## src/rtl/symbol_interleaver.sv

```systemverilog
// Ping-pong block interleaver / deinterleaver for W-bit channel symbols.
// A ROWS x COLS matrix is filled in one order and drained in the transposed
// order. MODE=0 writes row-major and reads column-major (TX interleave).
// MODE=1 writes column-major and reads row-major (RX deinterleave).
// There are two banks. One fills while the other drains, so a continuous
// input stream produces a continuous output stream.
module symbol_interleaver #(
  parameter int W    = 2,
  parameter int ROWS = 4,
  parameter int COLS = 8,
  parameter int MODE = 0
) (
  input  logic         clk,
  input  logic         rst,
  input  logic         valid_i,
  input  logic [W-1:0] d_in,
  input  logic         flush_i,
  output logic         valid_o,
  output logic [W-1:0] d_out,
  output logic         blk_start_o,
  output logic         drop_o,
  output logic         busy_o
);

  localparam int BLK = ROWS * COLS;
  localparam int RW  = $clog2(ROWS);
  localparam int CW  = $clog2(COLS);
  localparam int NW  = $clog2(BLK + 1);
  localparam int IW  = $clog2(2 * BLK);

  typedef enum logic {WR_FILL, WR_PAD}  wr_state_t;
  typedef enum logic {RD_IDLE, RD_READ} rd_state_t;

  // Write side state
  wr_state_t       wr_state_q, wr_state_d;
  logic [RW-1:0]   wr_row_q, wr_row_d;
  logic [CW-1:0]   wr_col_q, wr_col_d;
  logic [NW-1:0]   wr_cnt_q, wr_cnt_d;
  logic            wr_bank_q, wr_bank_d;
  logic            drop_q, drop_d;
  logic            wr_en;
  logic [W-1:0]    wr_data;
  logic            blk_done;
  logic [IW-1:0]   wr_idx;

  // Read side state
  rd_state_t       rd_state_q, rd_state_d;
  logic [RW-1:0]   rd_row_q, rd_row_d;
  logic [CW-1:0]   rd_col_q, rd_col_d;
  logic            rd_bank_q, rd_bank_d;
  logic            emit;
  logic            sel_bank;
  logic [RW-1:0]   sel_row;
  logic [CW-1:0]   sel_col;
  logic [IW-1:0]   rd_idx;
  logic [W-1:0]    rd_data;

  // Registered outputs
  logic            valid_q;
  logic [W-1:0]    dout_q;
  logic            start_q;
  logic            busy_q;

  // Symbol storage for both banks. It is deliberately not reset. A bank is
  // only read after a whole block has been written into it.
  logic [W-1:0]    mem_q [2*BLK];

  assign wr_idx  = IW'(wr_bank_q) * IW'(BLK) + IW'(wr_row_q) * IW'(COLS) + IW'(wr_col_q);
  assign rd_idx  = IW'(sel_bank) * IW'(BLK) + IW'(sel_row) * IW'(COLS) + IW'(sel_col);
  assign rd_data = mem_q[rd_idx];

  // Write FSM: accept real symbols in FILL, or generate zero pads in PAD.
  // Advance the write position and hand the bank over once it is full.
  always_comb begin
    wr_state_d = wr_state_q;
    wr_row_d   = wr_row_q;
    wr_col_d   = wr_col_q;
    wr_cnt_d   = wr_cnt_q;
    wr_bank_d  = wr_bank_q;
    drop_d     = 1'b0;
    wr_en      = 1'b0;
    wr_data    = '0;
    blk_done   = 1'b0;

    case (wr_state_q)
      WR_FILL: begin
        if (valid_i) begin
          wr_en   = 1'b1;
          wr_data = d_in;
        end
        if (flush_i && (wr_cnt_q != '0)) begin
          wr_state_d = WR_PAD;
        end
      end
      WR_PAD: begin
        wr_en  = 1'b1;
        drop_d = valid_i;
      end
      default: wr_state_d = WR_FILL;
    endcase

    if (wr_en) begin
      if (wr_cnt_q == NW'(BLK - 1)) begin
        blk_done   = 1'b1;
        wr_row_d   = '0;
        wr_col_d   = '0;
        wr_cnt_d   = '0;
        wr_bank_d  = ~wr_bank_q;
        wr_state_d = WR_FILL;
      end else begin
        wr_cnt_d = wr_cnt_q + NW'(1);
        if (MODE == 0) begin
          if (wr_col_q == CW'(COLS - 1)) begin
            wr_col_d = '0;
            wr_row_d = wr_row_q + RW'(1);
          end else begin
            wr_col_d = wr_col_q + CW'(1);
          end
        end else begin
          if (wr_row_q == RW'(ROWS - 1)) begin
            wr_row_d = '0;
            wr_col_d = wr_col_q + CW'(1);
          end else begin
            wr_row_d = wr_row_q + RW'(1);
          end
        end
      end
    end
  end

  // Write FSM registers, including the delayed drop indication
  always_ff @(posedge clk or posedge rst) begin
    if (rst) begin
      wr_state_q <= WR_FILL;
      wr_row_q   <= '0;
      wr_col_q   <= '0;
      wr_cnt_q   <= '0;
      wr_bank_q  <= 1'b0;
      drop_q     <= 1'b0;
    end else begin
      wr_state_q <= wr_state_d;
      wr_row_q   <= wr_row_d;
      wr_col_q   <= wr_col_d;
      wr_cnt_q   <= wr_cnt_d;
      wr_bank_q  <= wr_bank_d;
      drop_q     <= drop_d;
    end
  end

  // Bank storage write port
  always_ff @(posedge clk) begin
    if (wr_en) begin
      mem_q[wr_idx] <= wr_data;
    end
  end

  // Read FSM: on a completed block, emit position 0 from the just-filled bank
  // in the same cycle, then walk the transposed order one symbol per cycle.
  // A block completing on the final read restarts the walk on the new bank.
  always_comb begin
    rd_state_d = rd_state_q;
    rd_row_d   = rd_row_q;
    rd_col_d   = rd_col_q;
    rd_bank_d  = rd_bank_q;
    emit       = 1'b0;
    sel_bank   = rd_bank_q;
    sel_row    = rd_row_q;
    sel_col    = rd_col_q;

    case (rd_state_q)
      RD_IDLE: begin
        if (blk_done) begin
          emit       = 1'b1;
          sel_bank   = wr_bank_q;
          sel_row    = '0;
          sel_col    = '0;
          rd_bank_d  = wr_bank_q;
          rd_state_d = RD_READ;
        end
      end
      RD_READ: emit = 1'b1;
      default: rd_state_d = RD_IDLE;
    endcase

    if (emit) begin
      if ((sel_row == RW'(ROWS - 1)) && (sel_col == CW'(COLS - 1))) begin
        rd_row_d = '0;
        rd_col_d = '0;
        if (blk_done && (rd_state_q == RD_READ)) begin
          rd_bank_d  = wr_bank_q;
          rd_state_d = RD_READ;
        end else begin
          rd_state_d = RD_IDLE;
        end
      end else if (MODE == 0) begin
        if (sel_row == RW'(ROWS - 1)) begin
          rd_row_d = '0;
          rd_col_d = sel_col + CW'(1);
        end else begin
          rd_row_d = sel_row + RW'(1);
          rd_col_d = sel_col;
        end
      end else begin
        if (sel_col == CW'(COLS - 1)) begin
          rd_col_d = '0;
          rd_row_d = sel_row + RW'(1);
        end else begin
          rd_col_d = sel_col + CW'(1);
          rd_row_d = sel_row;
        end
      end
    end
  end

  // Read FSM registers and the registered output stage
  always_ff @(posedge clk or posedge rst) begin
    if (rst) begin
      rd_state_q <= RD_IDLE;
      rd_row_q   <= '0;
      rd_col_q   <= '0;
      rd_bank_q  <= 1'b0;
      valid_q    <= 1'b0;
      dout_q     <= '0;
      start_q    <= 1'b0;
      busy_q     <= 1'b0;
    end else begin
      rd_state_q <= rd_state_d;
      rd_row_q   <= rd_row_d;
      rd_col_q   <= rd_col_d;
      rd_bank_q  <= rd_bank_d;
      valid_q    <= emit;
      dout_q     <= emit ? rd_data : '0;
      start_q    <= emit && (sel_row == '0) && (sel_col == '0);
      busy_q     <= emit;
    end
  end

  assign valid_o     = valid_q;
  assign d_out       = dout_q;
  assign blk_start_o = start_q;
  assign drop_o      = drop_q;
  assign busy_o      = busy_q;

endmodule

```

## config.mk

```make
export PLATFORM = sky130hd
export DESIGN_NAME = symbol_interleaver
export DESIGN_NICKNAME = d
export VERILOG_FILES = /design/src/rtl/symbol_interleaver.sv
export SDC_FILE = /design/constraint.sdc
export NUM_CORES = 1
export LEC_CHECK = 0
export BUFFER_PORTS_ARGS = -buffer_cell sky130_fd_sc_hd__buf_4
export CORE_AREA = 2 2 114 116
export DETAILED_ROUTE_END_ITERATION = 16
export DIE_AREA = 0 0 116 118
export GPL_ROUTABILITY_DRIVEN = 0
export PLACE_DENSITY = 0.74
export SLEW_MARGIN = 40
export SYNTH_ARGS = -nofsm -noshare
export SYNTH_HDL_FRONTEND = slang
export SYNTH_SLANG_ARGS = --single-unit
```

## constraint.sdc

```tcl
create_clock -name clk -period 2.25 [get_ports clk]
set_input_delay 0.225 -clock clk [delete_from_list [all_inputs] [get_ports clk]]
set_output_delay 0.225 -clock clk [all_outputs]
set_load 0.05 [all_outputs]
```

### Yosys cells after proc, flatten, opt, wreduce, memory -nomap -nowiden

Memory sizes are Yosys's and may differ from the RTL's.
Index checks and enable logic that the tools add are counted.

| word-level totals | value |
|---|---|
| register bits after elaboration | 25 |
| output and inout port bits | 6 |
| memories kept | 1 |
| bits in writable memories | 128 |
| input bits | 6 |
| logic and storage cells | 79 |

| cells by class | value |
|---|---|
| reductions and logical operators | 11 |
| mux-type cells | 38 |
| $add $sub $neg | 9 |
| equal/unequal tests | 4 |
| bitwise gates (word level) | 3 |

Memory list:

| name | depth | bits a word | read ports | clocked after Yosys merged registers in | write ports | line | text |
|---|---|---|---|---|---|---|---|
| mem_q | 64 | 2 | 1 | 0 | 1 | 66 | `logic [W-1:0] mem_q [2*BLK];` |

Operators by type and width:

| operator | number |
|---|---|
| 2-to-1 mux 1 bit | 20 |
| 2-to-1 mux 2 bit | 9 |
| 2-to-1 mux 3 bit | 6 |
| adder 6 x 3 -> 6 bit | 2 |
| adder 6 x 5 -> 6 bit | 2 |
| adder 3 x 1 -> 3 bit (second input constant) | 2 |
| adder 6 x 1 -> 6 bit (second input constant) | 1 |
| == test 3 bit (second input constant) | 2 |
| == test 6 x 5 -> 1 bit (second input constant) | 1 |
| 2-to-1 mux 6 bit | 1 |
| nonzero test 6 bit | 1 |
| logical AND 1 bit | 5 |
| adder 2 x 1 -> 2 bit (second input constant) | 2 |
| case mux 1 bit (2 select lines) | 2 |
| AND reduction 2 bit | 2 |
| logical NOT 3 bit | 1 |
| inverter 1 bit | 3 |
| == test 2 bit (second input constant) | 1 |
| logical NOT 2 bit | 1 |
| nonzero test 2 bit | 1 |

### Depth between registers and ports, before layout

| logic depth | value |
|---|---|
| word-level depth | 9 |
| gate-level depth with buffers | 10 |
| depth with buffers taken out | 10 |

### Least setup slack after synthesis

OpenSTA, ideal clock, no wires.

| timing path | value |
|---|---|
| kind | register to register |
| from | reg wr_cnt_q[1] |
| to | reg rd_bank_q |
| buffers on the path | 0 |
| required time | 2.125 ns |
| arrival time | 2.004 ns |
| clock period less this slack | 2.128 ns |
| setup time | 0.125 ns |
| setup slack | 0.122 ns |
| cell stages (with the launch flop) | 11 |
| cells stage by stage | dfrtp_1 -> ha_1 -> o211ai_4 -> nor2_2 -> nor2_1 -> ha_1 -> ha_1 -> nand2_1 -> nand2_1 -> nand2_1 -> mux2_2 |

| on the way | value |
|---|---|
| word-level cells in the longest chain between the ends | 9 |
| elaborated cells between the ends (all ways) | 18 |
| those cells by class | 3 x eq/ne; 13 x mux; 2 x reduce/logical |

RTL lines:

| item | line | text |
|---|---|---|
| start: declaration | 38 | `logic [NW-1:0] wr_cnt_q, wr_cnt_d;` |
| start signal: assignment | 144 | `wr_cnt_q <= wr_cnt_d;` |
| == test 6 x 5 -> 1 bit * | 103 | `if (wr_cnt_q == NW'(BLK - 1)) begin` |
| 2-to-1 mux 1 bit * | 103 |  |
| 2-to-1 mux 1 bit * | 102 | `if (wr_en) begin` |
| 2-to-1 mux 3 bit / 2-to-1 mux 2 bit (equally long branches) | 172 | `if (blk_done) begin` |
| 2-to-1 mux 3 bit / 2-to-1 mux 2 bit (equally long branches) | 170 | `case (rd_state_q)` |
| == test 3 bit / == test 2 bit (equally long branches) | n/a |  |
| logical AND 1 bit | 186 | `if ((sel_row == RW'(ROWS - 1)) && (sel_col == CW'(COLS - 1))) begin` |
| 2-to-1 mux 1 bit | 186 |  |
| 2-to-1 mux 1 bit * | 185 | `if (emit) begin` |
| net rd_bank_d | 50 | `logic rd_bank_q, rd_bank_d;` |
| end signal: assignment | 230 | `rd_bank_q <= rd_bank_d;` |
| end: declaration | 50 |  |

Mark *: on every way through the listed nets, which the timed path passes. The rest lies on a longest branch.
A chain may end at the register's enable or synchronous reset.

### Worst setup path in the final report

| timing path | value |
|---|---|
| from | reg wr_state_q |
| to | reg dout_q[0], in the netlist d_out[0] |

| on the way | value |
|---|---|
| word-level cells in the longest chain between the ends | 9 |
| elaborated cells between the ends (all ways) | 15 |
| those cells by class | 2 x add/sub; 11 x mux; 1 x bitwise; 1 x memory |

RTL lines:

| item | line | text |
|---|---|---|
| start: declaration | 35 | `wr_state_t wr_state_q, wr_state_d;` |
| start signal: assignment | 141 | `wr_state_q <= wr_state_d;` |
| inverter 1 bit | n/a |  |
| case mux 1 bit (2 select lines) * | 85 | `case (wr_state_q)` |
| 2-to-1 mux 1 bit * | 102 |  |
| 2-to-1 mux 2 bit / 2-to-1 mux 1 bit (equally long branches) | 172 |  |
| 2-to-1 mux 2 bit / 2-to-1 mux 1 bit (equally long branches) | 170 |  |
| adder 6 x 5 -> 6 bit | 69 | `assign rd_idx = IW'(sel_bank) * IW'(BLK) + IW'(sel_row) * IW'(COLS) + IW'(sel_col);` |
| adder 6 x 3 -> 6 bit | 69 |  |
| memory (64 x 2 bit) | n/a |  |
| 2-to-1 mux 2 bit * | 232 | `dout_q <= emit ? rd_data : '0;` |
| end signal: assignment | 232 |  |
| end: declaration | 60 | `logic [W-1:0] dout_q;` |

Mark *: on every way between the ends. The rest lies on a longest branch, timed or not.

==> impl_metrics.json <==
{
  "timing.fmax_mhz": 451.9,
  "avgViaCountPerCell": 6.242,
  "cts-htree-levels": 4,
  "start_util_pct": 55.37,
  "nFillCells": 943,
  "combPwrFrac_pct": 35.0,
  "crit_type": "reg -> reg",
  "finalNetCount": 587,
  "die_area_mm2": 0.01369,
  "worstHoldStart": "flush_i",
  "die_w_um": 116,
  "clk_pin_slew_ns": 0.06,
  "ios": 12,
  "die_height_um": 118,
  "cp.required_ns": 2.55,
  "rr_startpoint": "wr_state_q",
  "syn_area_per_cell_um2": 12.90,
  "mostFrequentLayoutCell": "edfxtp_1",
  "firstDrtPassIters": 5,
  "synth_seq_cells": 153,
  "postRouteAntennaNets": 0,
  "async_flop_share_pct": 16.34,
  "gr-total-overflow": 0,
  "synth-main-ff-cell": "edfxtp_1",
  "grt_pass1_vias": 4574,
  "reg2reg_to": "d_out[0]",
  "layout-drive-gt1-share_pct": 20.00,
  "synthCells": 533,
  "fin_skew_ns": 0.009809,
  "synth_edf_count": 128,
  "cp_max_fo": 8,
  "drt_iter0_drc": 674,
  "vias": 4725,
  "n_antenna_cell": 0,
  "r2r_slack_ns": 0.04,
  "coreArea_mm2": 0.01241,
  "p_total_w": 0.01032,
  "numClockSinks": 153,
  "power.switching_w": 0.003826,
  "cts_root_buf": "clkbuf_16",
  "syn_area_mm2": 0.006874,
  "hold_viol": 0,
  "numPortBuffers": 11,
  "worstSetupStartpointType": "flop",
  "synth.distinct_cells": 65,
  "fin_crit_sh_pct": 98.34,
  "antenna_found_initial": 0,
  "powerDensity_mw_per_mm2": 1297,
  "hold_class": "in -> reg",
  "ys_warn_count": 0,
  "end_kind": "flop",
  "wl_per_cell_um": 21.70,
  "p_int_w": 0.006489,
  "core.rowCount": 41,
  "dp_hpwl_mm": 10.79,
  "drt-total-wl_mm": 16.43,
  "clkPwrFrac_pct": 27.0,
  "grt_pass1_wl_mm": 25.44,
  "clockBufferDepth": 2,
  "area_growth_pct": 15.71,
  "grt_start_max_net_pins": 65,
  "sequentialPowerShare_pct": 38.0,
  "power.leakage_nw": 2.796,
  "final_util_pct": 64.07,
  "ys_seq_area_share_pct": 65.02,
  "numCtsBuffers": 17,
  "worst-endpoint-arrival_ns": 2.51,
  "drv_cap": 0,
  "clkLatencyLatePin_ns": 0.44,
  "drc_errors": 0,
  "final-setup-viol-count": 0,
  "cts_tree": "built",
  "layout_common_cells": "edfxtp_1 (128), nor2_1 (86), buf_4 (45), nand2_1 (41)",
  "period_minus_slack_ns": 2.213,
  "hold_path_depth": 3,
  "slew_viol_final": 0,
  "grt_usage_pct": 25.48,
  "status": "completed",
  "worstMarginPinSlew_ns": 0.6147,
  "holdPathEnd": "wr_state_q",
  "switching_share_pct": 37.09,
  "ir_drop_uv": 639.2,
  "relSlewSlack_pct": 58.97,
  "synth_fp_nets": 548,
  "ff2ff_path_depth": 9
}
-- power by group through the flow --
stage	sequential [W]	combinational [W]	clock, W
after floorplan	0.00383	0.00240	0
after global placement	0.00396	0.00333	0
after detailed placement	0.00398	0.00341	0
after CTS	0.00394	0.00345	0.00279
after global routing	0.00396	0.00389	0.00293
final	0.00392	0.00361	0.00278
-- critical path, stage by stage, from the launching register on --
cell and delay [ns]:
dfrtp_2 0.46, o211ai_4 0.33, nor2_2 0.08, buf_4 0.19
nor2_2 0.16, inv_2 0.12, nor2_1 0.18, o21ai_0 0.21
o211ai_1 0.22, o22ai_1 0.10
-- registers in the layout, indices dropped and copies added, names as in the netlist --
name / flops
d_out: 2
rd_col_q: 3
wr_cnt_q: 6
rd_row_q: 2
wr_col_q: 3
wr_state_q: 1
wr_bank_q: 1
rd_bank_q: 1
drop_o: 1
blk_start_o: 1
busy_o: 1
rd_state_q: 1
mem_q: 128
wr_row_q: 2
-- what timing repair did --
item / in CTS / in global routing
hold buffers: 1 / 0
buffers inserted: 0 / 3
endpoints found under the setup margin: 1 / 2
gates resized for setup: 4 / 7
pin swaps: 0 / 1
hold endpoints to repair: 16 / 0
-- worst max path at each step --
stage | startpoint | to | slack [ns] | cells past startpoint
floorplan | wr_cnt_q[1] | rd_bank_q | 0.12 | 10
global placement | rd_col_q[0] | d_out[0] | -0.04 | 7
detailed placement | rd_col_q[0] | d_out[0] | -0.06 | 7
CTS | wr_cnt_q[1] | d_out[0] | 0.05 | 9
global route | wr_cnt_q[4] | d_out[1] | -0.005 | 7
finish | wr_state_q | d_out[0] | 0.04 | 9
-- cell families (layout without fill, tap and decap cells) --
family,Yosys count,in the layout,synth area share (%)
AO/OA/AOI/OAI,108,108,11.43
multiplexers,32,32,6.079
adder cells (fa/ha/maj),10,10,1.784
XOR/XNOR,5,5,0.6372
flip-flops,153,153,65.02
buffers and inverters,44,96,2.894
AND/OR/NAND/NOR,181,181,12.16
-- cell usage after synthesis (5+ instances only) --
cell | instances | area share (%)
a221oi_1 | 9 | 1.1
a211oi_1 | 6 | 0.66
mux2i_1 | 17 | 2.5
nor3_1 | 12 | 0.87
nand2_1 | 41 | 2.2
edfxtp_1 | 128 | 56
nor2_1 | 86 | 4.7
o311ai_0 | 6 | 0.76
o211ai_1 | 5 | 0.55
o21ai_0 | 16 | 1.2
inv_1 | 11 | 0.60
dfrtp_1 | 25 | 9.1
nand3_1 | 5 | 0.36
buf_4 | 5 | 0.55
buf_2 | 6 | 0.44
clkbuf_1 | 14 | 0.76
and2_1 | 5 | 0.46
a21oi_1 | 23 | 1.7
o22ai_1 | 6 | 0.55
mux4_2 | 7 | 2.3
ha_1 | 9 | 1.6
mux2_2 | 8 | 1.3
nand2b_1 | 6 | 0.55
-- per-layer routing --
metal / up-vias / GRT usage (%) / part of all wire (%)
li1: 2092 / - / -
met1: 2314 / 34.46 / 39
met2: 261 / 39.36 / 47
met3: 58 / 6.334 / 9.1
met4: 0 / 10.71 / 4.0
met5: - / 0 / 0
-- per-stage QoR --
step | worst slack [ns] | hold slack [ns] | instance area, um2 | setup TNS (ns) | std cells
6_report | 0.03726 | 0.03720 | 7954 | 0 | 757
2_1_floorplan | 0.1218 | 0.2523 | 6874 | 0 | 533
3_3_place_gp | -0.04306 | 0.3308 | 7310 | -0.04306 | 721
5_1_grt | -0.004865 | 0.03583 | 7954 | -0.004865 | 757
4_1_cts | 0.05271 | 0.02494 | 7905 | 0 | 754
3_5_place_dp | -0.06339 | 0.3503 | 7310 | -0.06339 | 721
-- area by class of cell --
class | instances | area, um2 | area share, %
multi-input combinational | 336 | 2238 | 28.14
sequential | 153 | 4474 | 56.25
inverter | 16 | 62.56 | 0.7865
clock buffer | 18 | 429.2 | 5.396
clock inverter | 14 | 146.4 | 1.840
tap | 172 | 215.2 | 2.706
timing repair buffer | 48 | 387.9 | 4.877
No activity file was read; power rests on OpenSTA's default activity.
